--- config.mk ---
export PLATFORM = sky130hd
export DESIGN_NAME = nh_lcd_data_reader_flat
export DESIGN_NICKNAME = d
export VERILOG_FILES = /design/src/rtl/nh_lcd_data_reader_if.sv /design/src/rtl/nh_lcd_data_reader.sv /design/src/flat_wrapper.sv
export SDC_FILE = /design/constraint.sdc
export NUM_CORES = 1
export LEC_CHECK = 0
export CAP_MARGIN = 20
export CORE_MARGIN = 2
export CORE_UTILIZATION = 39
export CTS_CLUSTER_DIAMETER = 100
export CTS_CLUSTER_SIZE = 25
export DETAILED_ROUTE_END_ITERATION = 8
export SLEW_MARGIN = 20
export SYNTH_ARGS = -nofsm -noshare
export SYNTH_HDL_FRONTEND = slang
export SYNTH_SLANG_ARGS = --single-unit
--- constraint.sdc ---
create_clock -name clk -period 8 [get_ports clk]
set_input_delay 0.8 -clock clk [delete_from_list [all_inputs] [get_ports clk]]
set_output_delay 0.8 -clock clk [all_outputs]
set_load 0.005 [all_outputs]
--- src/rtl/nh_lcd_data_reader_if.sv ---
// FIFO write port and 8080-style LCD bus shared by the NH LCD read-back engine.
// master = reader side, slave = FIFO/panel side.
interface nh_lcd_data_reader_if;
    logic [1:0]  o_fifo_rdy;
    logic [1:0]  o_fifo_act;
    logic [23:0] i_fifo_size;
    logic        o_fifo_stb;
    logic [24:0] o_fifo_data;
    logic        o_cmd_mode;
    logic [7:0]  o_data_out;
    logic [7:0]  i_data_in;
    logic        o_write;
    logic        o_read;
    logic        o_data_out_en;

    modport master (
        input  o_fifo_rdy, i_fifo_size, i_data_in,
        output o_fifo_act, o_fifo_stb, o_fifo_data,
        output o_cmd_mode, o_data_out, o_write, o_read, o_data_out_en
    );

    modport slave (
        output o_fifo_rdy, i_fifo_size, i_data_in,
        input  o_fifo_act, o_fifo_stb, o_fifo_data,
        input  o_cmd_mode, o_data_out, o_write, o_read, o_data_out_en
    );
endinterface

--- src/rtl/nh_lcd_data_reader.sv ---
// NH LCD frame read-back: issues the memory-read command, skips the dummy byte and
// streams 24-bit pixels into a ping-pong FIFO. NH_LCD_READER_BGR_EN selects B,G,R byte order.
module nh_lcd_data_reader #(
    parameter int unsigned READ_CYCLES  = 4,
    parameter int unsigned IDLE_CYCLES  = 1,
    parameter logic [7:0]  CMD_READ_MEM = 8'h2E
) (
    input  logic                        clk,
    input  logic                        rst,
    input  logic                        i_enable,
    input  logic                        i_start,
    input  logic [31:0]                 i_image_width,
    input  logic [31:0]                 i_image_height,
    output logic                        o_busy,
    output logic                        o_done,
    nh_lcd_data_reader_if.master        bus
);

    localparam logic [15:0] RD_LAST   = 16'(READ_CYCLES - 1);
    localparam logic [15:0] IDLE_LAST = 16'(IDLE_CYCLES - 1);

    typedef enum logic [3:0] {
        ST_IDLE, ST_CMD, ST_CMD_HOLD, ST_DUMMY, ST_GET_FIFO,
        ST_RD_R, ST_RD_G, ST_RD_B, ST_PUSH, ST_DONE
    } state_t;

    state_t      r_state;
    logic [15:0] r_cyc;
    logic [31:0] r_pixel_x;
    logic [31:0] r_line_y;
    logic [23:0] r_word_cnt;
    logic [7:0]  r_byte0;
    logic [7:0]  r_byte1;
    logic [7:0]  r_byte2;
    logic        r_busy;
    logic        r_done;
    logic [1:0]  r_fifo_act;
    logic        r_fifo_stb;
    logic [24:0] r_fifo_data;
    logic        r_cmd_mode;
    logic [7:0]  r_data_out;
    logic        r_write;
    logic        r_read;
    logic        r_data_out_en;

    logic w_last_x;
    logic w_last_pixel;
    logic w_word_full;
    logic w_zero_size;

    function automatic logic [24:0] f_pack(input logic last, input logic [7:0] b0,
                                           input logic [7:0] b1, input logic [7:0] b2);
`ifdef NH_LCD_READER_BGR_EN
        f_pack = {last, b2, b1, b0};
`else
        f_pack = {last, b0, b1, b2};
`endif
    endfunction

    assign w_last_x     = (r_pixel_x == (i_image_width - 32'd1));
    assign w_last_pixel = w_last_x && (r_line_y == (i_image_height - 32'd1));
    assign w_word_full  = ((r_word_cnt + 24'd1) == bus.i_fifo_size);
    assign w_zero_size  = (i_image_width == 32'd0) || (i_image_height == 32'd0);

    // Frame sequencer: command phase, byte-read timing, FIFO grant and pixel push.
    always_ff @(posedge clk) begin
        if (rst) begin
            r_state       <= ST_IDLE;
            r_cyc         <= 16'd0;
            r_pixel_x     <= 32'd0;
            r_line_y      <= 32'd0;
            r_word_cnt    <= 24'd0;
            r_byte0       <= 8'd0;
            r_byte1       <= 8'd0;
            r_byte2       <= 8'd0;
            r_busy        <= 1'b0;
            r_done        <= 1'b0;
            r_fifo_act    <= 2'b00;
            r_fifo_stb    <= 1'b0;
            r_fifo_data   <= 25'd0;
            r_cmd_mode    <= 1'b1;
            r_data_out    <= CMD_READ_MEM;
            r_write       <= 1'b0;
            r_read        <= 1'b0;
            r_data_out_en <= 1'b1;
        end else begin
            case (r_state)
                ST_IDLE: begin
                    r_done <= 1'b0;
                    if (i_start && i_enable) begin
                        r_busy     <= 1'b1;
                        r_pixel_x  <= 32'd0;
                        r_line_y   <= 32'd0;
                        r_word_cnt <= 24'd0;
                        if (w_zero_size) begin
                            r_done  <= 1'b1;
                            r_state <= ST_DONE;
                        end else begin
                            r_cmd_mode <= 1'b0;
                            r_write    <= 1'b1;
                            r_data_out <= CMD_READ_MEM;
                            r_state    <= ST_CMD;
                        end
                    end
                end
                ST_CMD: begin
                    r_write <= 1'b0;
                    r_state <= ST_CMD_HOLD;
                end
                ST_CMD_HOLD: begin
                    r_data_out_en <= 1'b0;
                    r_cmd_mode    <= 1'b1;
                    r_read        <= 1'b1;
                    r_cyc         <= 16'd0;
                    r_state       <= ST_DUMMY;
                end
                ST_GET_FIFO: begin
                    if (!i_enable) begin
                        r_fifo_act    <= 2'b00;
                        r_data_out_en <= 1'b1;
                        r_state       <= ST_DONE;
                    end else if (r_fifo_act != 2'b00) begin
                        r_read  <= 1'b1;
                        r_cyc   <= 16'd0;
                        r_state <= ST_RD_R;
                    end else if (bus.o_fifo_rdy != 2'b00) begin
                        r_fifo_act <= bus.o_fifo_rdy[0] ? 2'b01 : 2'b10;
                        r_word_cnt <= 24'd0;
                        r_read     <= 1'b1;
                        r_cyc      <= 16'd0;
                        r_state    <= ST_RD_R;
                    end
                end
                // Each byte: READ_CYCLES clocks high (capture on the last), then IDLE_CYCLES low.
                ST_DUMMY, ST_RD_R, ST_RD_G, ST_RD_B: begin
                    if (r_read) begin
                        if (r_cyc == RD_LAST) begin
                            r_read <= 1'b0;
                            r_cyc  <= 16'd0;
                            case (r_state)
                                ST_RD_R: r_byte0 <= bus.i_data_in;
                                ST_RD_G: r_byte1 <= bus.i_data_in;
                                ST_RD_B: r_byte2 <= bus.i_data_in;
                                default: ;
                            endcase
                        end else begin
                            r_cyc <= r_cyc + 16'd1;
                        end
                    end else if (r_cyc == IDLE_LAST) begin
                        r_cyc <= 16'd0;
                        case (r_state)
                            ST_DUMMY: r_state <= ST_GET_FIFO;
                            ST_RD_R: begin
                                r_read  <= 1'b1;
                                r_state <= ST_RD_G;
                            end
                            ST_RD_G: begin
                                r_read  <= 1'b1;
                                r_state <= ST_RD_B;
                            end
                            default: begin
                                r_fifo_stb  <= 1'b1;
                                r_fifo_data <= f_pack(w_last_x, r_byte0, r_byte1, r_byte2);
                                r_state     <= ST_PUSH;
                            end
                        endcase
                    end else begin
                        r_cyc <= r_cyc + 16'd1;
                    end
                end
                ST_PUSH: begin
                    r_fifo_stb <= 1'b0;
                    if (w_last_x) begin
                        r_pixel_x <= 32'd0;
                        r_line_y  <= r_line_y + 32'd1;
                    end else begin
                        r_pixel_x <= r_pixel_x + 32'd1;
                    end
                    if (w_last_pixel || !i_enable) begin
                        r_fifo_act    <= 2'b00;
                        r_data_out_en <= 1'b1;
                        r_done        <= w_last_pixel;
                        r_state       <= ST_DONE;
                    end else begin
                        if (w_word_full) begin
                            r_fifo_act <= 2'b00;
                            r_word_cnt <= 24'd0;
                        end else begin
                            r_word_cnt <= r_word_cnt + 24'd1;
                        end
                        r_state <= ST_GET_FIFO;
                    end
                end
                ST_DONE: begin
                    r_done        <= 1'b0;
                    r_busy        <= 1'b0;
                    r_data_out_en <= 1'b1;
                    r_state       <= ST_IDLE;
                end
                default: r_state <= ST_IDLE;
            endcase
        end
    end

    assign o_busy            = r_busy;
    assign o_done            = r_done;
    assign bus.o_fifo_act    = r_fifo_act;
    assign bus.o_fifo_stb    = r_fifo_stb;
    assign bus.o_fifo_data   = r_fifo_data;
    assign bus.o_cmd_mode    = r_cmd_mode;
    assign bus.o_data_out    = r_data_out;
    assign bus.o_write       = r_write;
    assign bus.o_read        = r_read;
    assign bus.o_data_out_en = r_data_out_en;

endmodule

--- src/flat_wrapper.sv ---
// flat-port wrapper written by rule: the top's interface ports become plain ports
module nh_lcd_data_reader_flat 
#(
    parameter int unsigned READ_CYCLES  = 4,
    parameter int unsigned IDLE_CYCLES  = 1,
    parameter logic [7:0]  CMD_READ_MEM = 8'h2E
)
  (clk, rst, i_enable, i_start, i_image_width, i_image_height, o_busy, o_done, bus_o_fifo_rdy, bus_i_fifo_size, bus_i_data_in, bus_o_fifo_act, bus_o_fifo_stb, bus_o_fifo_data, bus_o_cmd_mode, bus_o_data_out, bus_o_write, bus_o_read, bus_o_data_out_en);
  nh_lcd_data_reader_if bus_i ();
  input  logic clk;
  input  logic rst;
  input  logic i_enable;
  input  logic i_start;
  input  logic [31:0] i_image_width;
  input  logic [31:0] i_image_height;
  output logic o_busy;
  output logic o_done;
  input wire logic [$bits(bus_i.o_fifo_rdy)-1:0] bus_o_fifo_rdy;
  input wire logic [$bits(bus_i.i_fifo_size)-1:0] bus_i_fifo_size;
  input wire logic [$bits(bus_i.i_data_in)-1:0] bus_i_data_in;
  output wire logic [$bits(bus_i.o_fifo_act)-1:0] bus_o_fifo_act;
  output wire logic [$bits(bus_i.o_fifo_stb)-1:0] bus_o_fifo_stb;
  output wire logic [$bits(bus_i.o_fifo_data)-1:0] bus_o_fifo_data;
  output wire logic [$bits(bus_i.o_cmd_mode)-1:0] bus_o_cmd_mode;
  output wire logic [$bits(bus_i.o_data_out)-1:0] bus_o_data_out;
  output wire logic [$bits(bus_i.o_write)-1:0] bus_o_write;
  output wire logic [$bits(bus_i.o_read)-1:0] bus_o_read;
  output wire logic [$bits(bus_i.o_data_out_en)-1:0] bus_o_data_out_en;
  assign bus_i.o_fifo_rdy = bus_o_fifo_rdy;
  assign bus_i.i_fifo_size = bus_i_fifo_size;
  assign bus_i.i_data_in = bus_i_data_in;
  assign bus_o_fifo_act = bus_i.o_fifo_act;
  assign bus_o_fifo_stb = bus_i.o_fifo_stb;
  assign bus_o_fifo_data = bus_i.o_fifo_data;
  assign bus_o_cmd_mode = bus_i.o_cmd_mode;
  assign bus_o_data_out = bus_i.o_data_out;
  assign bus_o_write = bus_i.o_write;
  assign bus_o_read = bus_i.o_read;
  assign bus_o_data_out_en = bus_i.o_data_out_en;
  nh_lcd_data_reader #(.READ_CYCLES(READ_CYCLES), .IDLE_CYCLES(IDLE_CYCLES), .CMD_READ_MEM(CMD_READ_MEM)) u_core (.clk(clk), .rst(rst), .i_enable(i_enable), .i_start(i_start), .i_image_width(i_image_width), .i_image_height(i_image_height), .o_busy(o_busy), .o_done(o_done), .bus(bus_i));
endmodule
# Yosys cells after proc, flatten, opt, wreduce, memory -nomap -nowiden

Cells that the tools add are included.

Input port bits: 102
Register bits: 166

Eq/ne operators: 30
Bitwise logic cells: 2
Multiplexer cells: 63
Add/sub/neg operators: 6
Reduce and logical (&&, ||, !) cells: 40

Operator list:

| operator                | number |
|---|---|
| $mux W24                | 6 |
| $pmux W32 S2            | 2 |
| $mux W16                | 6 |
| $mux W32                | 3 |
| $pmux W24 S3            | 1 |
| $add A32 B1 Y32 const B | 2 |
| $eq A32 B32 Y1          | 2 |
| $logic_not A32 Y1       | 2 |
| $sub A32 B1 Y32 const B | 2 |
| $pmux W16 S3            | 1 |
| $mux W4                 | 8 |
| $reduce_and A4 Y1       | 7 |
| $add A24 B1 Y24 const B | 1 |
| $eq A24 B24 Y1          | 1 |
| $pmux W4 S6             | 1 |
| $mux W1                 | 20 |
| $add A16 B1 Y16 const B | 1 |
| $eq A16 B2 Y1 const B   | 1 |
| $eq A4 B3 Y1 const B    | 4 |
| $logic_not A16 Y1       | 1 |
| $reduce_bool A2 Y1      | 8 |
| $reduce_and A3 Y1       | 5 |
| $ne A2 B2 Y1 const B    | 7 |
| $mux W2                 | 6 |
| other kinds (25)        | 43 |

# Logic depth before layout (Yosys ltp)

Gate-level depths: netlist (run 1).

Depth after elaboration: 6
Depth in mapped cells: 15

# Least setup slack after synthesis (run 1)

No wires, ideal clock.

Kind: input to register
Start: in i_image_width[0]
End: reg u_core.r_line_y[16]
Cell stages on the path: 14
Buffers on the path: 2
Setup slack: 4.245 ns
Data required time: 7.930 ns
Arrival time: 3.684 ns
Cells stage by stage: inv_1 -> ha_1 -> nor2b_1 -> nand3_1 -> buf_2 -> nor4_1 -> xnor2_1 -> nand3_1 -> nor4_2 -> nand4_4 -> and2_4 -> buf_6 -> or4_1 -> a21oi_1

Longest elaborated chain between the ends: 4

RTL lines:

| element                     | RTL line                  | text |
|---|---|---|
| start, declared             | flat_wrapper.sv:14        | `input logic [31:0] i_image_width;` |
| $sub A32 B1 Y32             | nh_lcd_data_reader.sv:60  | `assign w_last_x = (r_pixel_x == (i_image_width - 32'd1));` |
| $eq A32 B32 Y1              | nh_lcd_data_reader.sv:60  |  |
| $ne A2 B1 Y1 (no line)      | n/a                       |  |
| $reduce_and A3 Y1 (no line) | n/a                       |  |
| end signal, assigned        | nh_lcd_data_reader.sv:175 | `r_line_y <= r_line_y + 32'd1;` |
| end, declared               | nh_lcd_data_reader.sv:30  | `logic [31:0] r_line_y;` |

No other way between the ends.
A chain may end at the register's enable or synchronous reset.

# Worst setup path in the final report (run 1)

Start: in i_image_width[0]
End: reg u_core.r_fifo_act[1], in the netlist u_core.bus.o_fifo_act[1]

Longest elaborated chain between the ends: 6
Elaborated cells between the ends (all ways): 8
Classes of those cells: 1 x add/sub; 2 x eq/ne; 2 x mux; 3 x reduce/logical

RTL lines:

| element                                                           | RTL line                  | text |
|---|---|---|
| $sub A32 B1 Y32 *                                                 | nh_lcd_data_reader.sv:60  |  |
| $eq A32 B32 Y1 *                                                  | nh_lcd_data_reader.sv:60  |  |
| $logic_and A1 B1 Y1 *                                             | nh_lcd_data_reader.sv:61  | `assign w_last_pixel = w_last_x && (r_line_y == (i_image_height - 32'd1));` |
| $logic_or A1 B1 Y1 *                                              | nh_lcd_data_reader.sv:179 | `if (w_last_pixel \|\| !i_enable) begin` |
| $ne A3 B1 Y1 (no line) / $mux W2 (equally long branches)          | n/a                       |  |
| $reduce_and A4 Y1 (no line) / $pmux W2 S2 (equally long branches) | n/a                       |  |
| end signal, assigned                                              | nh_lcd_data_reader.sv:127 | `r_fifo_act <= bus.o_fifo_rdy[0] ? 2'b01 : 2'b10;` |
| end, declared                                                     | nh_lcd_data_reader.sv:37  | `logic [1:0] r_fifo_act;` |

Mark *: on every way between the ends. The rest lies on a longest branch, timed or not.

==> results.json, run 1 <==
{
  "die_y_um": 172,
  "fin_nets": 1626,
  "initial_core_util": 0.396,
  "detail_route.wl_per_cell_um": 16.3,
  "vias_per_cell": 5.66,
  "ys_ff_latch": 166,
  "rsz0062_at_grt": "no",
  "synth_flop_cell": "dfxtp_1",
  "cts_max_path_buffers": 2,
  "drtPass1Iterations": 5,
  "hold_class": "flop to flop",
  "post_cts_buffers": 0,
  "drv_slew": 0,
  "tns_ns": 0,
  "hold_path_startpoint": "u_core.r_byte0[6]$_SDFFE_PP0P_",
  "status": "completed",
  "synth_cell_types": 82,
  "setup_viol": 0,
  "antenna_cells": 0,
  "vias": 10800,
  "whs_endpoint": "u_core.bus.o_fifo_data[22]$_SDFFE_PP0P_",
  "syn-cell-area_um2": 11000,
  "cts_tree": "yes",
  "synth.largest_area_cell": "dfxtp_1",
  "grt_overflow_total": 0,
  "cts_resized": 0,
  "path_cells": "clkdlybuf4s50_1 > inv_1 > ha_1 > nor2b_1 > nand3_1 > nor4_1 > xnor2_1 > nand2_1 > nor4_2 > nand4_1 > o21ai_2 > buf_8 > nor2_1 > o221a_2",
  "antenna_found_initial": 0,
  "multi_input_area_um2": 7230,
  "clk_pin_slew_ns": 0.08,
  "hold_viol": 0,
  "synth_cells": 1436,
  "drtIter0Drc": 685,
  "fin_crit_ns": 4.98,
  "clock-root-buffer": "clkbuf_16",
  "drt.antenna.violating_nets": 0,
  "drt-met1-wl_um": 15100,
  "path_max_fanout": 16,
  "rows": 61,
  "fp.dieArea_um2": 29600,
  "yosysWarnings": 0,
  "rr_worst_depth": 12,
  "grt_pass1_wl_um": 51000,
  "finalPower_mw": 2.16,
  "synth_top_area_frac": 0.302,
  "rrSetupSlack_ns": 4.26,
  "tightest_slew_ns": 1.02,
  "ios": 144,
  "grt_use_total": 0.211,
  "slowest_delay_ns": 0.65,
  "die_w_um": 172,
  "synth.most_common_cell": "dfxtp_1",
  "leakagePower_nw": 4.25,
  "drc_errors": 0,
  "synth_common_cells": "dfxtp_1 (166), nand2_1 (154), nor2_1 (154)",
  "highest_layer": "met4",
  "synth_edf_count": 0,
  "gp_congestion": 0.853,
  "wl_met3_um": 1750,
  "routed_wl_um": 31100,
  "criticalPathCategory": "primary input to flop",
  "finalInstanceArea_um2": 13200,
  "period_share": 0.622,
  "critPathLaunchType": "primary input",
  "grt_max_degree": 102,
  "grt_pass1_vias": 9952,
  "power.density_nw_per_um2": 163,
  "fmax_ghz": 0.201,
  "r2r-end": "u_core.r_word_cnt[15]$_SDFFE_PP0P_",
  "clock_sinks": 166,
  "clock-skew-final_ns": 0.0234,
  "slew_headroom": 0.317,
  "drive_gt1_frac": 0.0510,
  "end_kind": "flop",
  "cts_buffers": 17,
  "required_ns": 8.33,
  "fin_util": 0.475,
  "holdPathStages": 2,
  "post-dp-hpwl_um": 22200,
  "maxCapViolCount": 0,
  "synthArstFlopShare": 0,
  "fillCellCount": 2785,
  "dr_wl_met2_um": 13900,
  "synth-seq-area-share": 0.302,
  "regArea_um2": 3320,
  "htreeDepth": 4,
  "synth.avg_cell_area_um2": 7.67,
  "core_area_um2": 27800,
  "synth_top_cells_by_area": "dfxtp_1 (30%), xnor2_1 (6.5%), nand2_1 (5.2%)",
  "syn_to_final_growth_pct": 19.9,
  "clk_latency_ns": 0.44,
  "ctsHoldBuffers": 0,
  "cpMaxStageDelayCell": "nor4_2",
  "port_buffers": 135,
  "place_area_um2": 12600,
  "crit-reg2reg-launch": "u_core.r_word_cnt[0]$_SDFFE_PP0P_",
  "crit_arrival_ns": 5.30,
  "ir_drop_v": 0.000119
}
[report_power, final]
group | switching, mW | internal (mW) | total, mW
logic | 0.243 | 0.165 | 0.407
clock network | 0.434 | 0.436 | 0.869
registers | 0.0345 | 0.845 | 0.880
[cell type report]
cell class	count	share of cell area
repair buffers	147	0.110
well taps	378	0.0358
clock buffers	17	0.0322
inverters	26	0.00739
multi-input cells	1159	0.547
flip-flops and latches	166	0.252
clock inverters	15	0.0160
[metal layers]
metal  global-route usage  vias to the layer above
li1                     -                     5414
met4               0.0530                        0
met1                0.295                     5101
met3               0.0394                       26
met2                0.334                      266
met5                    0                        -
[flip-flops by register name, indices dropped and copies added (netlist names), 2 cells and up]
name,flops
u_core.bus.o_fifo_act,2
u_core.bus.o_fifo_data,25
u_core.r_byte0,8
u_core.r_byte1,8
u_core.r_byte2,8
u_core.r_cyc,16
u_core.r_line_y,32
u_core.r_pixel_x,32
u_core.r_state,4
u_core.r_word_cnt,24
[logic make-up after synthesis]
group / after synthesis / synth area share
XOR/XNOR: 132 / 0.105
AO/OA/AOI/OAI: 326 / 0.201
buffers and inverters: 117 / 0.0446
multiplexers: 40 / 0.0369
other: 2 / 0.000682
adder cells (fa/ha/maj): 7 / 0.00795
flip-flops: 166 / 0.302
AND/OR/NAND/NOR: 646 / 0.302
[through the flow]
stage | setup slack [ns] | hold WS, ns | std cells
after detailed placement | 2.53 | 0.449 | 1875
after CTS | 3.02 | 0.457 | 1907
after floorplan | 4.25 | 0.431 | 1442
after global placement | 2.39 | 0.444 | 1874
final | 3.02 | 0.452 | 1908
after global routing | 2.72 | 0.471 | 1908
[placed cells by master, fill, tap and decap left out, types with 17 or more instances in the layout]
| cell type | netlist | final |
|---|---|---|
| a21oi_1 | 88 | 88 |
| a311oi_1 | 30 | 30 |
| and3_1 | 37 | 37 |
| clkbuf_16 | 0 | 17 |
| clkdlybuf4s50_1 | 0 | 134 |
| dfxtp_1 | 166 | 166 |
| inv_1 | 26 | 26 |
| mux2i_1 | 35 | 35 |
| nand2_1 | 154 | 154 |
| nand3_1 | 69 | 69 |
| nand4_1 | 30 | 30 |
| nor2_1 | 154 | 154 |
| nor2b_1 | 17 | 17 |
| nor3_1 | 40 | 40 |
| nor4_1 | 18 | 18 |
| o211ai_1 | 23 | 23 |
| o21ai_0 | 56 | 56 |
| o31ai_1 | 22 | 22 |
| or3_1 | 22 | 22 |
| or4_1 | 18 | 18 |
| xnor2_1 | 82 | 82 |
| xor2_1 | 50 | 50 |
[worst max path at each step]
stage | cells after the start | start | endpoint | slack [ns]
after detailed placement | 14 | i_image_width[0] | u_core.bus.o_fifo_act[1]$_SDFFE_PP0P_ | 2.53
after CTS | 14 | i_image_width[0] | u_core.bus.o_fifo_act[1]$_SDFFE_PP0P_ | 3.02
final | 14 | i_image_width[0] | u_core.bus.o_fifo_act[1]$_SDFFE_PP0P_ | 3.02
after global placement | 13 | i_image_width[0] | u_core.bus.o_fifo_act[1]$_SDFFE_PP0P_ | 2.39
after global routing | 14 | i_image_width[0] | u_core.bus.o_fifo_act[1]$_SDFFE_PP0P_ | 2.72
after floorplan | 14 | i_image_width[0] | u_core.r_line_y[16]$_SDFFE_PP0P_ | 4.25
[critical path: cells and delay by family]
kind,cells,cell delay (ns)
adder cells (fa/ha/maj),1,0.24
AND/OR/NAND/NOR,7,2.38
AO/OA/AOI/OAI,2,0.82
buffers and inverters,3,0.87
XOR/XNOR,1,0.16
Note: power is estimated with default switching activity, not from simulation.
==> inputs of run 2 (changes only) <==
- clock period: 8 -> 5 ns (I/O delays scaled with it)
==> results.json, run 2 (synthesis gave the netlist of run 1 again) <==
{
  "finalInstanceArea_um2": 13300,
  "fp.dieArea_um2": 29600,
  "hold_viol": 0,
  "busiest_layer": "met2",
  "clock_sinks": 166,
  "ir_drop_v": 0.000175,
  "required_ns": 5.31,
  "drive_gt1_frac": 0.0541,
  "rr_worst_depth": 12,
  "vias": 10800,
  "syn_to_final_growth_pct": 20.3,
  "clock-skew-final_ns": 0.0185,
  "cts_max_path_buffers": 2,
  "fin_util": 0.477,
  "path_max_fanout": 18,
  "tns_ns": 0,
  "combinationalPowerShare": 0.188,
  "critPathLaunchType": "primary input",
  "fmax_ghz": 0.241,
  "swShare": 0.329,
  "rows": 61,
  "clk_pin_slew_ns": 0.09,
  "cts_tree": "yes",
  "holdWs_ns": 0.455,
  "leakagePower_nw": 4.28,
  "grt_pass1_wl_um": 51400,
  "pwr-share-seq": 0.408,
  "post_cts_buffers": 0,
  "htreeDepth": 4,
  "grt_use_total": 0.213,
  "die_y_um": 172,
  "routed_wl_um": 31300,
  "vias_per_cell": 5.67,
  "post-dp-hpwl_um": 22500,
  "grt_overflow_total": 0,
  "pwr-share-clk": 0.404,
  "fin_crit_ns": 4.15,
  "final_cells": 1913,
  "finalPower_mw": 3.45,
  "drv_slew": 0,
  "rsz0062_at_grt": "no",
  "drtIter0Drc": 839,
  "layout_commonest_cell": "dfxtp_1",
  "power.density_nw_per_um2": 260,
  "regArea_um2": 3320,
  "antenna_cells": 0,
  "fillCellCount": 2786,
  "drt.antenna.violating_nets": 0,
  "status": "completed",
  "core_area_um2": 27800,
  "dpl.cell_count": 1881,
  "fin_nets": 1631,
  "ios": 144,
  "met2_usage": 0.336,
  "drc_errors": 0,
  "setup_viol": 0,
  "multi_input_area_um2": 7230,
  "criticalPathCategory": "primary input to flop",
  "ctsHoldBuffers": 0,
  "hold_class": "flop to flop",
  "p_int_mw": 2.31,
  "grt_pass1_vias": 10100,
  "final_cell_mix": "dfxtp_1 (166), nor2_1 (154), nand2_1 (154), clkdlybuf4s50_1 (134), a21oi_1 (88)",
  "drtPass1Iterations": 5,
  "antenna_found_initial": 0,
  "holdPathStages": 2,
  "detail_route.wl_per_cell_um": 16.4,
  "initial_core_util": 0.396,
  "switchingPower_mw": 1.13,
  "clock-root-buffer": "clkbuf_16",
  "port_buffers": 135,
  "pre_cts_ws_ns": 0.427,
  "die_w_um": 172,
  "layout_setup_ws_ns": 0.852,
  "tightest_slew_ns": 1.02,
  "crit_arrival_ns": 4.46,
  "grtUsageMet3": 0.0401,
  "period_share": 0.830,
  "slew_headroom": 0.320,
  "clk_latency_ns": 0.45,
  "place_area_um2": 12600,
  "grtUsageMet1": 0.299,
  "end_kind": "flop",
  "maxCapViolCount": 0,
  "cts_buffers": 17,
  "grt_max_degree": 106,
  "gp_congestion": 0.891,
  "cts_resized": 0
}
## run 2: per-layer routing
metal	share of wire	wire length [µm]
met4	0.010	318
met3	0.057	1780
met1	0.48	15200
met5	0	0
met2	0.45	14000
## run 2: final timing paths
check                                                end                              start  slack, ns
setup / recovery      u_core.r_word_cnt[16]$_SDFFE_PP0P_                  i_image_height[3]       0.85
hold / removal    u_core.bus.o_fifo_data[8]$_SDFFE_PP0P_     u_core.r_byte1[0]$_SDFFE_PP0P_       0.46
hold reg to reg   u_core.bus.o_fifo_data[8]$_SDFFE_PP0P_     u_core.r_byte1[0]$_SDFFE_PP0P_       0.46
setup reg to reg      u_core.r_word_cnt[18]$_SDFFE_PP0P_  u_core.r_word_cnt[0]$_SDFFE_PP0P_       1.22
## run 2: power groups by stage
stage,Clock (mW),Sequential (mW),Combinational [mW]
floorplan,0,1.40,0.417
global placement,0,1.44,0.643
detailed placement,0,1.44,0.642
finish,1.39,1.41,0.648
global route,1.47,1.41,0.723
CTS,1.42,1.41,0.648
## run 2: area by class of cell
class | instances | area share
multi-input combinational | 1159 | 0.546
clock inverter | 15 | 0.0160
inverter | 26 | 0.00737
clock buffer | 17 | 0.0321
timing repair buffer | 152 | 0.112
tap | 378 | 0.0357
sequential | 166 | 0.251
## run 2: worst max-delay path: stages
cell and delay [ns]:
clkdlybuf4s50_1 0.58, nor4_4 0.53, nand3_1 0.30, nor4_2 0.53
mux2_2 0.39, o211a_1 0.10, nor4_1 0.26, o2111ai_1 0.38
o21a_1 0.37, nand3_2 0.38, o31ai_1 0.13
==> inputs of run 3 (changes only) <==
- clock period: 5 -> 4.2 ns (I/O delays scaled with it)
==> results.json, run 3 (synthesis gave the netlist of run 1 again) <==
{
  "ir_drop_v": 0.000233,
  "setup_viol": 0,
  "required_ns": 4.56,
  "end_kind": "flop",
  "routed_wl_um": 31400,
  "port_buffers": 135,
  "antenna_found_initial": 0,
  "detail_route.wl_per_cell_um": 16.2,
  "criticalPathCategory": "primary input to flop",
  "initial_core_util": 0.396,
  "crit_arrival_ns": 4.09,
  "critPathLaunchType": "primary input",
  "grt_use_total": 0.210,
  "grt_max_degree": 107,
  "cts_resized": 0,
  "slowest_delay_ns": 0.55,
  "power.density_nw_per_um2": 305,
  "drt.antenna.violating_nets": 0,
  "cts_max_path_buffers": 2,
  "drv_slew": 0,
  "holdWs_ns": 0.454,
  "final_cells": 1939,
  "gp_congestion": 0.877,
  "rsz0062_at_grt": "no",
  "finalInstanceArea_um2": 13500,
  "antenna_cells": 0,
  "core_area_um2": 27800,
  "post-dp-hpwl_um": 23000,
  "clk_latency_ns": 0.44,
  "vias_per_cell": 5.67,
  "place_area_um2": 12800,
  "drtPass1Iterations": 5,
  "ctsHoldBuffers": 0,
  "layout_setup_ws_ns": 0.469,
  "post_cts_buffers": 0,
  "cts_buffers": 17,
  "pre_cts_ws_ns": 0.0306,
  "status": "completed",
  "period_share": 0.888,
  "cpMaxStageDelayCell": "or4_4",
  "crit_top_cell": "or4_1",
  "hold_class": "flop to flop",
  "regArea_um2": 3320,
  "layout_commonest_cell": "dfxtp_1",
  "tns_ns": 0,
  "syn_to_final_growth_pct": 22.3,
  "path_cells": "clkdlybuf4s50_1 > or4_4 > or4_1 > a2111oi_2 > nor4_1 > o31ai_1 > and4_1 > nand4_4 > and2_4 > or4_1 > a21oi_1",
  "fin_nets": 1657,
  "rows": 61,
  "clock-skew-final_ns": 0.0200,
  "clock_sinks": 166,
  "tightest_slew_ns": 0.815,
  "slew_headroom": 0.443,
  "hold_viol": 0,
  "drtIter0Drc": 705,
  "cts_tree": "yes",
  "maxCapViolCount": 0,
  "finalPower_mw": 4.11,
  "grt_pass1_vias": 10100,
  "fillCellCount": 2839,
  "die_y_um": 172,
  "vias": 11000,
  "fmax_ghz": 0.268,
  "clk_pin_slew_ns": 0.08,
  "fp.dieArea_um2": 29600,
  "drive_gt1_frac": 0.0698,
  "leakagePower_nw": 4.42,
  "drc_errors": 0,
  "dpl.cell_count": 1907,
  "final_cell_mix": "dfxtp_1 (166), nor2_1 (154), nand2_1 (154), clkdlybuf4s50_1 (134), a21oi_1 (88)",
  "path_max_fanout": 19,
  "htreeDepth": 4,
  "clock-root-buffer": "clkbuf_16",
  "grt_overflow_total": 0,
  "fin_crit_ns": 3.73,
  "multi_input_area_um2": 7230,
  "fin_util": 0.485,
  "die_w_um": 172,
  "ios": 144,
  "grt_pass1_wl_um": 51000
}
run 3: cell count changes in the layout (fill, tap and decap cells not counted):
cell / delta
buf_4: +25
clkinv_4: +1
buf_2: -1
buf_12: +2
inv_6: -1
run 3: worst max-delay path: cells and delay by family:
kind / cells / cell delay (ns)
compound gates: 3 / 0.67
buf+inv: 1 / 0.49
simple gates: 7 / 2.51
run 3: layer usage:
layer  GRT usage  wire (µm)  vias to the layer above
met5           0          0                        -
met2       0.333      14000                      278
met4      0.0585        545                        0
li1            -          -                     5500
met3      0.0423       1900                       39
met1       0.290      15000                     5183
run 3: layout make-up:
class	instances	area share
clock buffers	17	0.0316
clock inverters	15	0.0157
inverters	26	0.00724
multi-input cells	1159	0.537
flip-flops and latches	166	0.247
well taps	378	0.0351
repair buffers	178	0.127
run 3: final timing paths:
| check | slack [ns] | start | endpoint | depth (start not counted) |
|---|---|---|---|---|
| min | 0.45 | u_core.r_byte1[1]$_SDFFE_PP0P_ | u_core.bus.o_fifo_data[9]$_SDFFE_PP0P_ | 2 |
| min reg2reg | 0.45 | u_core.r_byte1[1]$_SDFFE_PP0P_ | u_core.bus.o_fifo_data[9]$_SDFFE_PP0P_ | 2 |
| max | 0.47 | i_image_width[24] | u_core.r_line_y[16]$_SDFFE_PP0P_ | 11 |
| max reg2reg | 0.52 | u_core.r_word_cnt[0]$_SDFFE_PP0P_ | u_core.r_word_cnt[16]$_SDFFE_PP0P_ | 13 |
run 3: where the power goes:
group	switching (mW)	internal (mW)	total, mW
combinational	0.456	0.329	0.785
sequential	0.0654	1.61	1.68
clock	0.818	0.829	1.65
